--- config.mk ---
export PLATFORM = sky130hd
export DESIGN_NAME = voxel_mem_arbiter
export DESIGN_NICKNAME = d
export VERILOG_FILES = /design/src/rtl/voxel_mem_arbiter.sv
export SDC_FILE = /design/constraint.sdc
export NUM_CORES = 1
export LEC_CHECK = 0
export CORE_AREA = 2 2 119 121
export CTS_BUF_LIST = sky130_fd_sc_hd__clkbuf_4
export DETAILED_ROUTE_END_ITERATION = 10
export DIE_AREA = 0 0 121 123
export PLACE_DENSITY = 0.64
export REMOVE_ABC_BUFFERS = 1
export SYNTH_ARGS = -nofsm -noshare
export SYNTH_HDL_FRONTEND = slang
export SYNTH_SLANG_ARGS = --single-unit
--- constraint.sdc ---
create_clock -name clock -period 3.5 [get_ports clock]
set_clock_uncertainty 0.15 [all_clocks]
set_input_delay 0.7 -clock clock [delete_from_list [all_inputs] [get_ports clock]]
set_output_delay 0.7 -clock clock [all_outputs]
set_load 0.005 [all_outputs]
--- src/rtl/voxel_mem_arbiter.sv ---
`default_nettype none
// ============================================================================
//  Module   : voxel_mem_arbiter
//  Brief    : Two-requester Avalon-MM arbiter for the GPU master port.
//             Round-robin grant, grant lock across m1_waitrequest, and
//             in-order routing of pipelined read data through a tag FIFO.
//             Optional macro VOXEL_ARB_FIXED_PRIORITY_EN makes requester 0
//             always preferred instead of round-robin.
//  Revision : 1.0 - initial release
// ============================================================================
module voxel_mem_arbiter #(
  parameter int MAX_PENDING = 4
) (
  input  logic        clock,
  input  logic        reset_n,
  // requester 0 : pixel writer
  input  logic [31:0] r0_address,
  input  logic        r0_read,
  input  logic        r0_write,
  input  logic [31:0] r0_writedata,
  output logic        r0_waitrequest,
  output logic [31:0] r0_readdata,
  output logic        r0_readdatavalid,
  // requester 1 : voxel fetch reader
  input  logic [31:0] r1_address,
  input  logic        r1_read,
  input  logic        r1_write,
  input  logic [31:0] r1_writedata,
  output logic        r1_waitrequest,
  output logic [31:0] r1_readdata,
  output logic        r1_readdatavalid,
  // Avalon-MM master
  output logic [31:0] m1_address,
  output logic [31:0] m1_writedata,
  output logic        m1_read,
  output logic        m1_write,
  input  logic        m1_waitrequest,
  input  logic [31:0] m1_readdata,
  input  logic        m1_readdatavalid
);

  localparam int c_AW = $clog2(MAX_PENDING);
  localparam int c_PW = c_AW + 1;
  localparam logic [c_PW-1:0] c_MAX = c_PW'(MAX_PENDING);

  typedef enum logic {
    S_UNLOCKED = 1'b0,
    S_LOCKED   = 1'b1
  } state_t;

  state_t           r_state;
  state_t           w_state_nxt;
  logic             r_owner;
  logic             w_owner_nxt;
`ifndef VOXEL_ARB_FIXED_PRIORITY_EN
  logic             r_rr;
`endif
  logic [c_PW-1:0]        r_pending;
  logic [c_AW-1:0]        r_wptr;
  logic [c_AW-1:0]        r_rptr;
  logic [MAX_PENDING-1:0] r_tags;

  logic [1:0] w_rd;
  logic [1:0] w_wr;
  logic [1:0] w_req;
  logic [1:0] w_elig;
  logic       w_rd_ok;
  logic       w_pref;
  logic       w_present;
  logic       w_sel;
  logic       w_sel_rd;
  logic       w_sel_wr;
  logic       w_accept;
  logic       w_push;
  logic       w_pop;
  logic       w_head;

  assign w_rd    = {r1_read, r0_read};
  assign w_wr    = {r1_write, r0_write};
  assign w_req   = w_rd | w_wr;
  // Reads need a free tag slot as counted at the start of the cycle.
  assign w_rd_ok = (r_pending < c_MAX);
  assign w_elig  = (w_rd & {2{w_rd_ok}}) | (w_wr & ~w_rd);

`ifdef VOXEL_ARB_FIXED_PRIORITY_EN
  assign w_pref = 1'b0;
`else
  assign w_pref = r_rr;
`endif

  // Grant selection and lock next-state; the held owner bypasses arbitration.
  always_comb begin
    w_present   = 1'b0;
    w_sel       = 1'b0;
    w_state_nxt = r_state;
    w_owner_nxt = r_owner;
    case (r_state)
      S_UNLOCKED: begin
        if (w_elig[w_pref]) begin
          w_present = 1'b1;
          w_sel     = w_pref;
        end else if (w_elig[~w_pref]) begin
          w_present = 1'b1;
          w_sel     = ~w_pref;
        end
      end
      S_LOCKED: begin
        w_present = w_req[r_owner];
        w_sel     = r_owner;
      end
      default: begin
        w_present = 1'b0;
        w_sel     = 1'b0;
      end
    endcase
    // Nothing is presented while reset is asserted.
    if (!reset_n) begin
      w_present = 1'b0;
    end
    if (w_present && m1_waitrequest) begin
      w_state_nxt = S_LOCKED;
      w_owner_nxt = w_sel;
    end else if (w_present) begin
      w_state_nxt = S_UNLOCKED;
    end
  end

  assign w_sel_rd = w_sel ? r1_read  : r0_read;
  assign w_sel_wr = w_sel ? r1_write : r0_write;
  assign w_accept = w_present & ~m1_waitrequest;
  assign w_push   = w_accept & w_sel_rd;
  // A response with nothing outstanding is a stray and is dropped.
  assign w_pop    = m1_readdatavalid & (r_pending != '0) & reset_n;
  assign w_head   = r_tags[r_rptr];

  assign m1_read      = w_present & w_sel_rd;
  assign m1_write     = w_present & ~w_sel_rd & w_sel_wr;
  assign m1_address   = w_present ? (w_sel ? r1_address : r0_address) : 32'h0;
  assign m1_writedata = (w_present & ~w_sel_rd) ? (w_sel ? r1_writedata : r0_writedata) : 32'h0;

  assign r0_waitrequest   = ~(w_accept & ~w_sel);
  assign r1_waitrequest   = ~(w_accept & w_sel);
  assign r0_readdata      = m1_readdata;
  assign r1_readdata      = m1_readdata;
  assign r0_readdatavalid = w_pop & ~w_head;
  assign r1_readdatavalid = w_pop & w_head;

  // Grant lock state register.
  always_ff @(posedge clock or negedge reset_n) begin
    if (!reset_n) begin
      r_state <= S_UNLOCKED;
      r_owner <= 1'b0;
    end else begin
      r_state <= w_state_nxt;
      r_owner <= w_owner_nxt;
    end
  end

`ifndef VOXEL_ARB_FIXED_PRIORITY_EN
  // Round-robin pointer moves to the other requester on every acceptance.
  always_ff @(posedge clock or negedge reset_n) begin
    if (!reset_n) begin
      r_rr <= 1'b0;
    end else if (w_accept) begin
      r_rr <= ~w_sel;
    end
  end
`endif

  // Tag FIFO and outstanding-read counter; push and pop may coincide.
  always_ff @(posedge clock or negedge reset_n) begin
    if (!reset_n) begin
      r_tags    <= '0;
      r_wptr    <= '0;
      r_rptr    <= '0;
      r_pending <= '0;
    end else begin
      if (w_push) begin
        r_tags[r_wptr] <= w_sel;
        r_wptr         <= r_wptr + 1'b1;
      end
      if (w_pop) begin
        r_rptr <= r_rptr + 1'b1;
      end
      case ({w_push, w_pop})
        2'b10:   r_pending <= r_pending + 1'b1;
        2'b01:   r_pending <= r_pending - 1'b1;
        default: r_pending <= r_pending;
      endcase
    end
  end

endmodule
`default_nettype wire

==> results_dict.tcl <==
set metrics [dict create \
    result_of_the_run "finished clean" \
    first_iter_violations 98 \
    fmaxAchievable_mhz 290 \
    wire_length_after_detailed_routing_um 13200 \
    most_frequently_used_cell_type_in_the_post_synthesis_netlist "nand2_1" \
    synth_top_flop_cell "dfrtp_1" \
    number_of_rows_created_at_floorplan 43 \
    clk_pin_slew_worst_paths_ps 90 \
    worst-endpoint-required_ps 2650 \
    grt_overflow_total 0 \
    die_height_um 123 \
    fin_worst_hold_slack_ps 170 \
    design.die.area_mm2 0.0149 \
    timing_worst_slew_pin_value_ps 662 \
    worstSetupPathType "primary input to output port" \
    crit_path_start_kind "primary input" \
    setup_violators_final 0 \
    maxSlewHeadroom_pct 55.3 \
    nets 715 \
    number_of_enable_type_register_cells_in_the_synthesized_netlist 0 \
    fp.dieW_um 121 \
    num_antenna_cells 0 \
    p_leak_uw 0.00223 \
    synth_area_leaders "nand2_1 (21%), buf_4 (20%), dfrtp_1 (15%)" \
    drv_slew 0 \
    grt_pass1_wl_um 18100 \
    end_kind "output port" \
    synth_seq_cells 14 \
    maxCapViolCount 0 \
    clock_tree.buffer_depth 2 \
    post_route_cells_drive_above_1_share_pct 24.3 \
    synth_area_mm2 0.00237 \
    grt_max_degree 35 \
    detailed_placement_wirelength_estimate_um 9560 \
    cp_data_arrival_time_ps 2600 \
    rsz0062_at_grt "true" \
    cts_tree "done" \
    yosys-top-cells-count "nand2_1 (134), buf_4 (64), a21oi_1 (37), a21oi_2 (29), clkbuf_1 (15)" \
    post_route_fraction_of_the_period_consumed_by_the_critical_path_pct 98.7 \
    io_pins 302 \
    numPortBuffers 205 \
    synthesis.instances 365 \
    num_clock_sinks 14 \
    antenna_found_initial 0 \
    routed_wire_length_per_instance_um 18.4 \
    clkLatencyLatePin_ps 270 \
    setup_tns_ps 0 \
    ctsRootBufferMaster "clkbuf_4" \
    layout_min_cycle_time_ps 3450 \
    timing.final.hold_violations 0 \
    cts-htree-levels 1 \
    total_clock_buffers_created_by_cts 3 \
    yosysTopAreaCellShare_pct 21.2 \
    synthArstFlopShare_pct 100 \
    min-delay-path-class "primary input to async pin" \
    first_global_vias 3017 \
    avgViaCountPerCell 4.40 \
    synth_top_area_cell "nand2_1" \
    dr.pass1.iters 4 \
    fillCellCount 1449 \
    start_util_pct 17.4 \
    synth.yosys.warnings 0 \
    drcViolationCount 0 \
    route.vias.total 3165 \
    flow.area_growth_from_synthesis_pct 95.4 \
    power.ir.vdd_worst_v 0.000337 \
    power.density_cell_area_mw_per_mm2 549 \
    crit_fanout 7 \
    place.gp.congestion 0.831 \
    grtUsageTotal_pct 16.1 \
    coreArea_mm2 0.0136 \
    postSynthAreaPerCell_um2 6.51 \
    drt.antenna.violating_nets 0 \
    synth.distinct_cells 34 \
    synth.yosys.seq_area_share_pct 14.8 \
]
## critical path, cell delays in order
cell	delay, ps
dlygate4sd2_1	240
nor2b_4	140
o21a_1	200
o211a_1	220
or3_4	480
buf_16	190
buf_4	140
a21oi_2	90
clkdlybuf4s15_1	210
## per-stage QoR
step / total power (uW) / area (um^2) / utilization (%) / setup slack (ps) / instances
final: 2550 / 4640 / 34.1 / 46.4 / 720
after global routing: 2770 / 4640 / 34.1 / -18.9 / 720
after CTS: 2600 / 4690 / 34.5 / 2.59 / 720
after detailed placement: 2140 / 4310 / 31.6 / -600 / 688
after global placement: 2090 / 4310 / 31.6 / -585 / 688
after floorplan: 1150 / 1790 / - / -1080 / 279
## per-layer routing
metal / GRT usage [%] / part of all wire, % / vias to the layer above
li1: - / - / 1472
met1: 18.4 / 39 / 1476
met2: 24.9 / 44 / 209
met3: 11.8 / 16 / 6
met4: 1.24 / 0.19 / 2
met5: 4.17 / 0.43 / -
## report_power, final
part / switching, uW / total (uW) / internal, uW
combinational: 996 / 2140 / 1140
clock: 51.8 / 93.0 / 41.2
sequential: 75.1 / 316 / 240
## cells by family after synthesis
kind of cell | share of synthesized area (%)
muxes | 4.21
AOI/OAI and AO/OA | 24.9
and+or+nand+nor | 24.1
DFF | 14.8
buffers and inverters | 26.3
xor gates and xnor gates | 2.21
adders and majority gates | 3.48
## placed cells by master (no fill, tap or decap), drive strengths merged, types with 2 or more instances in the layout
cell           Yosys  layout
a21oi             66      66
inv               10      10
o21a               2       2
dlymetal6s2s       0      11
ha                 5       5
mux2               6       6
dfrtp             14      14
nor2b              2       2
clkdlybuf4s15      0       2
dlygate4sd2        0      27
o21ai              8       8
o211ai             4       4
xnor2              4       4
nand2            134     134
nor2               7       7
buf               71      63
and2               2       2
clkdlybuf4s50      0     136
clkbuf            15      20
xor2               2       2
## cell type report
cell class                 instances  area [um^2]  area share, %
timing repair buffer             257         2540           54.7
multi-input combinational        255         1460           31.5
sequential                        14          350           7.55
tap                              180          225           4.85
inverter                          10         37.5          0.809
clock buffer                       3         22.5          0.485
clock inverter                     1         3.75         0.0809
## final timing paths
path | startpoint | to | slack (ps) | cells past startpoint
hold / removal | reset_n | r_state | 170 | 2
max in group asynchronous | reset_n | r_wptr[1] | 2790 | 3
min in group clock | r_rptr[1] | r_rptr[1] | 340 | 1
setup / recovery | r0_write | m1_writedata[15] | 50 | 9
setup reg to reg | r_pending[2] | r_pending[2] | 820 | 12
hold reg to reg | r_rptr[1] | r_rptr[1] | 340 | 1
## repair_timing
| action | in CTS | in global routing |
|---|---|---|
| gates resized for setup | 115 | 48 |
| hold buffers | 0 | 0 |
| endpoints found under the setup margin | 68 | 37 |
| buffers inserted | 21 | 1 |
| gates cloned | 7 | 0 |
| pin swaps | 5 | 3 |
| endpoints found under the hold margin | 0 | 0 |
## sequential cells by signal, summed over array words and instances (netlist names)
register,cells
r_rptr,2
r_state,1
r_wptr,2
r_pending,3
r_owner,1
r_tags,4
r_rr,1
No activity file was read; power rests on OpenSTA's default activity.
